### src/rtl/jk_mod_counter_if.sv
// rtl/jk_mod_counter_if.sv - control/status bundle of the JK modulo-N counter
interface jk_mod_counter_if #(
  parameter int WIDTH = 4
);
  logic             en;
  logic             up;
  logic             load;
  logic [WIDTH-1:0] din;
  logic [WIDTH-1:0] count;
  logic [WIDTH-1:0] j_vec;
  logic [WIDTH-1:0] k_vec;
  logic             tc;

  modport master (
    output en, up, load, din,
    input  count, j_vec, k_vec, tc
  );

  modport slave (
    input  en, up, load, din,
    output count, j_vec, k_vec, tc
  );
endinterface

### src/rtl/jk_mod_counter.sv
// rtl/jk_mod_counter.sv - modulo-N up/down counter built from JK cells and their excitation logic
module jk_mod_counter #(
  parameter int WIDTH   = 4,
  parameter int MODULUS = 10
) (
  input  logic            clk,
  input  logic            rst,
  jk_mod_counter_if.slave bus
);
  localparam logic [WIDTH-1:0] MAX = WIDTH'(MODULUS - 1);

  logic [WIDTH-1:0] count_q;
  logic             tc_q;
  logic [WIDTH-1:0] next_d;
  logic             wrap_d;
  logic [WIDTH-1:0] j_d;
  logic [WIDTH-1:0] k_d;
  logic             over_d;

  // Compared at 32 bits so a full-range MODULUS does not yield a constant compare.
  assign over_d = ({{(32-WIDTH){1'b0}}, bus.din} >= 32'(MODULUS));

  always_comb begin
    next_d = count_q;
    wrap_d = 1'b0;
    if (bus.load) begin
      next_d = over_d ? MAX : bus.din;
    end else if (bus.en) begin
      if (bus.up) begin
        if (count_q == MAX) begin
          next_d = '0;
          wrap_d = 1'b1;
        end else begin
          next_d = count_q + 1'b1;
        end
      end else begin
        if (count_q == '0) begin
          next_d = MAX;
          wrap_d = 1'b1;
        end else begin
          next_d = count_q - 1'b1;
        end
      end
    end
  end

  // Load drives set/clear directly; counting only toggles the bits that change.
  always_comb begin
    j_d = '0;
    k_d = '0;
    if (bus.load) begin
      j_d = next_d;
      k_d = ~next_d;
    end else begin
      j_d = next_d ^ count_q;
      k_d = next_d ^ count_q;
    end
  end

  always_ff @(posedge clk or negedge rst) begin
    if (!rst) begin
      count_q <= '0;
      tc_q    <= 1'b0;
    end else begin
      for (int i = 0; i < WIDTH; i++) begin
        case ({j_d[i], k_d[i]})
          2'b00:   count_q[i] <= count_q[i];
          2'b01:   count_q[i] <= 1'b0;
          2'b10:   count_q[i] <= 1'b1;
          default: count_q[i] <= ~count_q[i];
        endcase
      end
      tc_q <= wrap_d;
    end
  end

  assign bus.count = count_q;
  assign bus.tc    = tc_q;
  assign bus.j_vec = j_d;
  assign bus.k_vec = k_d;
endmodule

### src/flat_wrapper.sv
// flat-port wrapper written by rule: the top's interface ports become plain ports
module jk_mod_counter_flat 
#(
  parameter int WIDTH   = 4,
  parameter int MODULUS = 10
)
  (clk, rst, bus_en, bus_up, bus_load, bus_din, bus_count, bus_j_vec, bus_k_vec, bus_tc);
  jk_mod_counter_if #(.WIDTH(WIDTH)) bus_i ();
  input  logic clk;
  input  logic rst;
  input wire logic [$bits(bus_i.en)-1:0] bus_en;
  input wire logic [$bits(bus_i.up)-1:0] bus_up;
  input wire logic [$bits(bus_i.load)-1:0] bus_load;
  input wire logic [$bits(bus_i.din)-1:0] bus_din;
  output wire logic [$bits(bus_i.count)-1:0] bus_count;
  output wire logic [$bits(bus_i.j_vec)-1:0] bus_j_vec;
  output wire logic [$bits(bus_i.k_vec)-1:0] bus_k_vec;
  output wire logic [$bits(bus_i.tc)-1:0] bus_tc;
  assign bus_i.en = bus_en;
  assign bus_i.up = bus_up;
  assign bus_i.load = bus_load;
  assign bus_i.din = bus_din;
  assign bus_count = bus_i.count;
  assign bus_j_vec = bus_i.j_vec;
  assign bus_k_vec = bus_i.k_vec;
  assign bus_tc = bus_i.tc;
  jk_mod_counter #(.WIDTH(WIDTH), .MODULUS(MODULUS)) u_core (.clk(clk), .rst(rst), .bus(bus_i));
endmodule
### config.mk
export PLATFORM = sky130hd
export DESIGN_NAME = jk_mod_counter_flat
export DESIGN_NICKNAME = d
export VERILOG_FILES = /design/src/rtl/jk_mod_counter_if.sv /design/src/rtl/jk_mod_counter.sv /design/src/flat_wrapper.sv
export SDC_FILE = /design/constraint.sdc
export NUM_CORES = 1
export LEC_CHECK = 0
export BUFFER_PORTS_ARGS = -buffer_cell sky130_fd_sc_hd__buf_2
export CAP_MARGIN = 40
export CORE_AREA = 2 2 39 41
export CTS_CLUSTER_DIAMETER = 30
export DETAILED_ROUTE_END_ITERATION = 12
export DIE_AREA = 0 0 41 43
export GPL_TIMING_DRIVEN = 0
export MAX_ROUTING_LAYER = met4
export PLACE_DENSITY_LB_ADDON = 0.1
export SETUP_SLACK_MARGIN = 0.2
export SLEW_MARGIN = 20
export SYNTH_ARGS = -nofsm -noshare
export SYNTH_HDL_FRONTEND = slang
export SYNTH_SLANG_ARGS = --single-unit
### constraint.sdc
create_clock -name clk -period 4 [get_ports clk]
set_input_delay 0.4 -clock clk [delete_from_list [all_inputs] [get_ports clk]]
set_output_delay 0.4 -clock clk [all_outputs]
set_load 0.02 [all_outputs]
* Yosys cells after proc, flatten, opt, wreduce, memory -nomap -nowiden
Cells that the tools add are included.
W data, S select, Z words.
** Operators by class
- Muxes and demuxes :: 17
- Add/sub/neg operators :: 2
- Bitwise gates (word level) :: 6
- Shift-type cells :: 0
- Reductions and logical operators :: 5
- Divide/modulo/power cells :: 0
- Magnitude comparators :: 1
- Equal/unequal tests :: 9
- Multipliers :: 0
** Operators with widths (count)
- $mux W4 :: 8
- $pmux W1 S3 :: 4
- $eq A2 B1 Y1 const B :: 4
- $eq A2 B2 Y1 const B :: 4
- $logic_not A2 Y1 :: 4
- $mux W1 :: 5
- $add A4 B1 Y4 const B :: 1
- $eq A4 B4 Y1 const B :: 1
- $ge A4 B4 Y1 const B :: 1
- $logic_not A4 Y1 :: 1
- $not A1 Y1 :: 4
- $not A4 Y4 :: 1
- $sub A4 B1 Y4 const B :: 1
- $xor A4 B4 Y4 :: 1
** Word-level totals
- Output and inout bits :: 13
- Memory bits (writable) :: 0
- ROM bits :: 0
- Bits in latches :: 0
- Logic and storage cells :: 45
- Memories kept :: 0
- Input port bits :: 9
- Bits in registers :: 5

* Depth between registers and ports, before layout
- Word-level depth :: 9
- Depth in mapped cells :: 6
- Mapped depth without buffers :: 4

* Worst setup path before layout
OpenSTA, ideal clock, no wires.
- Path type :: register to output
- Start point :: register u_core.count_q[2] (netlist: u_core.bus.count[2])
- End point :: output port bus_j_vec[3]
- Buffers on the path :: 1
- Stages on the path, launching flop included :: 6
- Slack :: 2051 ps
- Data arrival time :: 1549 ps
- Cells stage by stage :: dfrtp_1 -> buf_6 -> nor4_2 -> o21ai_1 -> o221a_2 -> nor2_1
** On the way
- Word-level cells in the longest chain between the ends :: 7
** Ends and longest elaborated chain
- start, declared :: line jk_mod_counter.sv:12 : logic [WIDTH-1:0] count_q;
- start signal, assigned by index :: line jk_mod_counter.sv:67 : 2'b00: count_q[i] <= count_q[i];
- start signal, assigned by index :: line jk_mod_counter.sv:70 : default: count_q[i] <= ~count_q[i];
- $sub A4 B1 Y4, or another cell as far along :: line jk_mod_counter.sv:41 : next_d = count_q - 1'b1;
- $mux W4, on equally long branches :: line jk_mod_counter.sv:37, jk_mod_counter.sv:30
- $mux W4 (*) :: line jk_mod_counter.sv:29 : if (bus.up) begin
- $mux W4 (*) :: line jk_mod_counter.sv:28 : end else if (bus.en) begin
- $mux W4 (*) :: line jk_mod_counter.sv:26 : if (bus.load) begin
- $xor A4 B4 Y4 :: line jk_mod_counter.sv:55 : j_d = next_d ^ count_q;
- $mux W4 (*) :: line jk_mod_counter.sv:51 : if (bus.load) begin
- end, declared :: line flat_wrapper.sv:16 : output wire logic [$bits(bus_i.j_vec)-1:0] bus_j_vec;
Every way passes the cells marked *; elsewhere a longest branch is shown, timed or not.

* Final worst setup path
- Start point :: register u_core.count_q[2] (netlist: u_core.bus.count[2])
- End point :: output port bus_k_vec[3]
** On the way
- Word-level cells in the longest chain between the ends :: 7
** Ends and longest elaborated chain
- $sub A4 B1 Y4, or another cell as far along :: line jk_mod_counter.sv:41
- $mux W4, on equally long branches :: line jk_mod_counter.sv:37, jk_mod_counter.sv:30
- $mux W4 (*) :: line jk_mod_counter.sv:29
- $mux W4 (*) :: line jk_mod_counter.sv:28
- $mux W4 (*) :: line jk_mod_counter.sv:26
- $xor A4 B4 Y4 / $not A4 Y4 (equally long branches) :: line jk_mod_counter.sv:56, jk_mod_counter.sv:53
- $mux W4 (*) :: line jk_mod_counter.sv:51
- end, declared :: line flat_wrapper.sv:17 : output wire logic [$bits(bus_i.k_vec)-1:0] bus_k_vec;
Marks and branches as above.

==> impl_metrics.tcl <==
set metrics [dict create \
    status "finished clean" \
    clk_latency_ps 240 \
    cp-endpoint "bus_k_vec[3]" \
    htreeDepth 1 \
    drc_errors 0 \
    dieArea_um2 1760 \
    dpl.hpwl_um 959 \
    maxSlewViolCount 0 \
    cap_violations 0 \
    gp_congestion 0.717 \
    cts_buffers 3 \
    ys_seq_elements 5 \
    wl_per_cell_um 11.8 \
    grt_max_degree 11 \
    netlist_area_um2 479 \
    post_cts_buffers 0 \
    end_kind "primary output" \
    synth_flop_cell "dfrtp_1" \
    ctsHoldBuffers 1 \
    synth_nets 72 \
    final_layout_size_suffix_gt1_share_pct 37.5 \
    coreArea_um2 1380 \
    fill_cells 147 \
    ir_drop_mv 0.183 \
    start_kind "register" \
    fin_setup_tns_ps 0 \
    cts-root-buf "clkbuf_4" \
    vias_per_cell 5.22 \
    leakagePower_nw 0.306 \
    total_power_mw 0.214 \
    powerDensity_nw_per_um2 337 \
    clk_path_buf_depth 2 \
    crit_path_max_fanout 8 \
    layout.nets 98 \
    final_cells 104 \
    drt_iter0_drc 3 \
    fin_skew_ps 6.62 \
    slowest_stage "dfrtp_1" \
    synth-seq-area-share_pct 26.1 \
    antenna_found_initial 0 \
    r2r_slack_ps 2570 \
    antenna_left 0 \
    synth-edff-count 0 \
    crit_arrival_ps 1740 \
    critPathLaunch "u_core.bus.count[2]" \
    ios 22 \
    final_area_um2 636 \
    die_w_um 41 \
    drtPass1Iterations 4 \
    criticalPathCategory "register to primary output" \
    wirelength_um 1230 \
    synthArstFlopShare_pct 100 \
    r2r_cells 6 \
    track_usage_pct 17.1 \
    area_growth_pct 32.6 \
    cts_resized 0 \
    hold_class "input pin to register" \
    tightest_slew_ps 308 \
    syn_area_per_cell_um2 7.61 \
    rows 14 \
    grt.overflow.total 0 \
    dp.cells 99 \
    rr_endpoint "u_core.bus.count[1]" \
    postPlaceCellArea_um2 599 \
    syn_inst 63 \
    maxSlewHeadroom_pct 79.3 \
    port_buffers 20 \
    ys_warn_count 0 \
    synth_cell_types 31 \
    rsz0062_at_grt "no" \
    num_vias 543 \
    clk_pin_slew_ps 50 \
    finalHoldViolations 0 \
    setup_viol 0 \
    fin_crit_ps 2140 \
    num_antenna_cells 0 \
    cts_tree "done" \
    post-route-period-util_pct 53.5 \
    crit_path_cell_trace "buf_6 -> nor4_2 -> o21ai_1 -> o221a_2 -> a21oi_2 -> buf_2" \
    die_h_um 43 \
    r2r_start "u_core.bus.count[0]" \
    grt_pass1_vias 493 \
    critPathRequiredTime_ps 3600 \
    grt_pass1_wl_um 2050 \
    max_stage_delay_ps 380 \
    start_util_pct 34.6 \
    max_freq_mhz 468 \
    clock-sinks 5 \
]
[registers in the layout, summed over array words and instances, names as in the netlist]
signal	flops
u_core.bus.tc	1
u_core.bus.count	4
[Yosys cell counts (2+ instances only)]
| library cell | n | area [µm²] |
|---|---|---|
| xnor2_1 | 2 | 17.5 |
| nor2b_1 | 2 | 12.5 |
| dfrtp_1 | 5 | 125 |
| buf_4 | 2 | 15.0 |
| nand2_1 | 7 | 26.3 |
| buf_2 | 2 | 10.0 |
| inv_1 | 2 | 7.51 |
| o21ai_0 | 5 | 25.0 |
| buf_6 | 2 | 22.5 |
| nor2_1 | 5 | 18.8 |
| a21oi_1 | 8 | 40.0 |
| nor3_1 | 2 | 10.0 |
[layer usage]
metal	global-route usage [%]	vias up	share of wire (%)
met4	4.00	0	0
li1	-	275	-
met3	4.71	0	3.8
met1	20.8	254	45
met2	27.2	14	51
met5	-	-	0
[worst max-delay path: cells and delay by family, from the launching register on]
| family | cells | cell delay, ps |
|---|---|---|
| AO/OA/AOI/OAI | 3 | 500 |
| flip-flops | 1 | 380 |
| buffers and inverters | 2 | 300 |
| AND/OR/NAND/NOR | 1 | 300 |
[cell type report]
cell class	instances	area (µm²)	area share (%)
flip-flops and latches	5	125	19.7
inverters	3	11.3	1.77
multi-input cells	49	295	46.5
well taps	16	20.0	3.15
plain buffers	6	47.5	7.48
repair buffers	21	110	17.3
clock buffers	4	26.3	4.13
[through the flow]
| stage | hold WS (ps) | util (%) | setup WS (ps) |
|---|---|---|---|
| detailed placement | 222 | 43.3 | 2120 |
| global placement | 216 | 43.3 | 2140 |
| finish | 466 | 45.9 | 1860 |
| global route | 502 | 45.9 | 1690 |
| CTS | 466 | 45.9 | 1850 |
| floorplan | 104 | - | 2050 |
[cells by family after synthesis]
kind of cell           after synthesis  synth area share (%)
AO/OA/AOI/OAI                       24                  32.1
XOR/XNOR                             3                  5.48
buffers and inverters                9                  12.3
flip-flops                           5                  26.1
AND/OR/NAND/NOR                     22                  24.0
[worst min path at each step]
stage	slack (ps)	endpoint	cells after the start	from
after global routing	500	u_core.bus.count[0]	2	rst
after floorplan	100	u_core.bus.count[0]	0	rst
after detailed placement	220	u_core.bus.tc	1	rst
after CTS	470	u_core.bus.count[2]	2	bus_load
final	470	u_core.bus.count[2]	2	bus_load
after global placement	220	u_core.bus.tc	1	rst
[placed cells by master (no fill, tap or decap), types with 3 or more instances in the layout]
| master | Yosys | routed |
|---|---|---|
| buf_2 | 2 | 22 |
| a21oi_1 | 8 | 8 |
| nand2_1 | 7 | 7 |
| nor2_1 | 5 | 5 |
| o21ai_0 | 5 | 5 |
| dfrtp_1 | 5 | 5 |
| clkbuf_4 | 0 | 3 |
[report_power, final]
group | total (mW) | switching, mW | internal, mW
sequential | 0.0586 | 0.00266 | 0.0559
clock | 0.0584 | 0.0207 | 0.0377
combinational | 0.0972 | 0.0585 | 0.0388
total | 0.214 | 0.0819 | 0.132
Power figures use the tool's default switching activity.
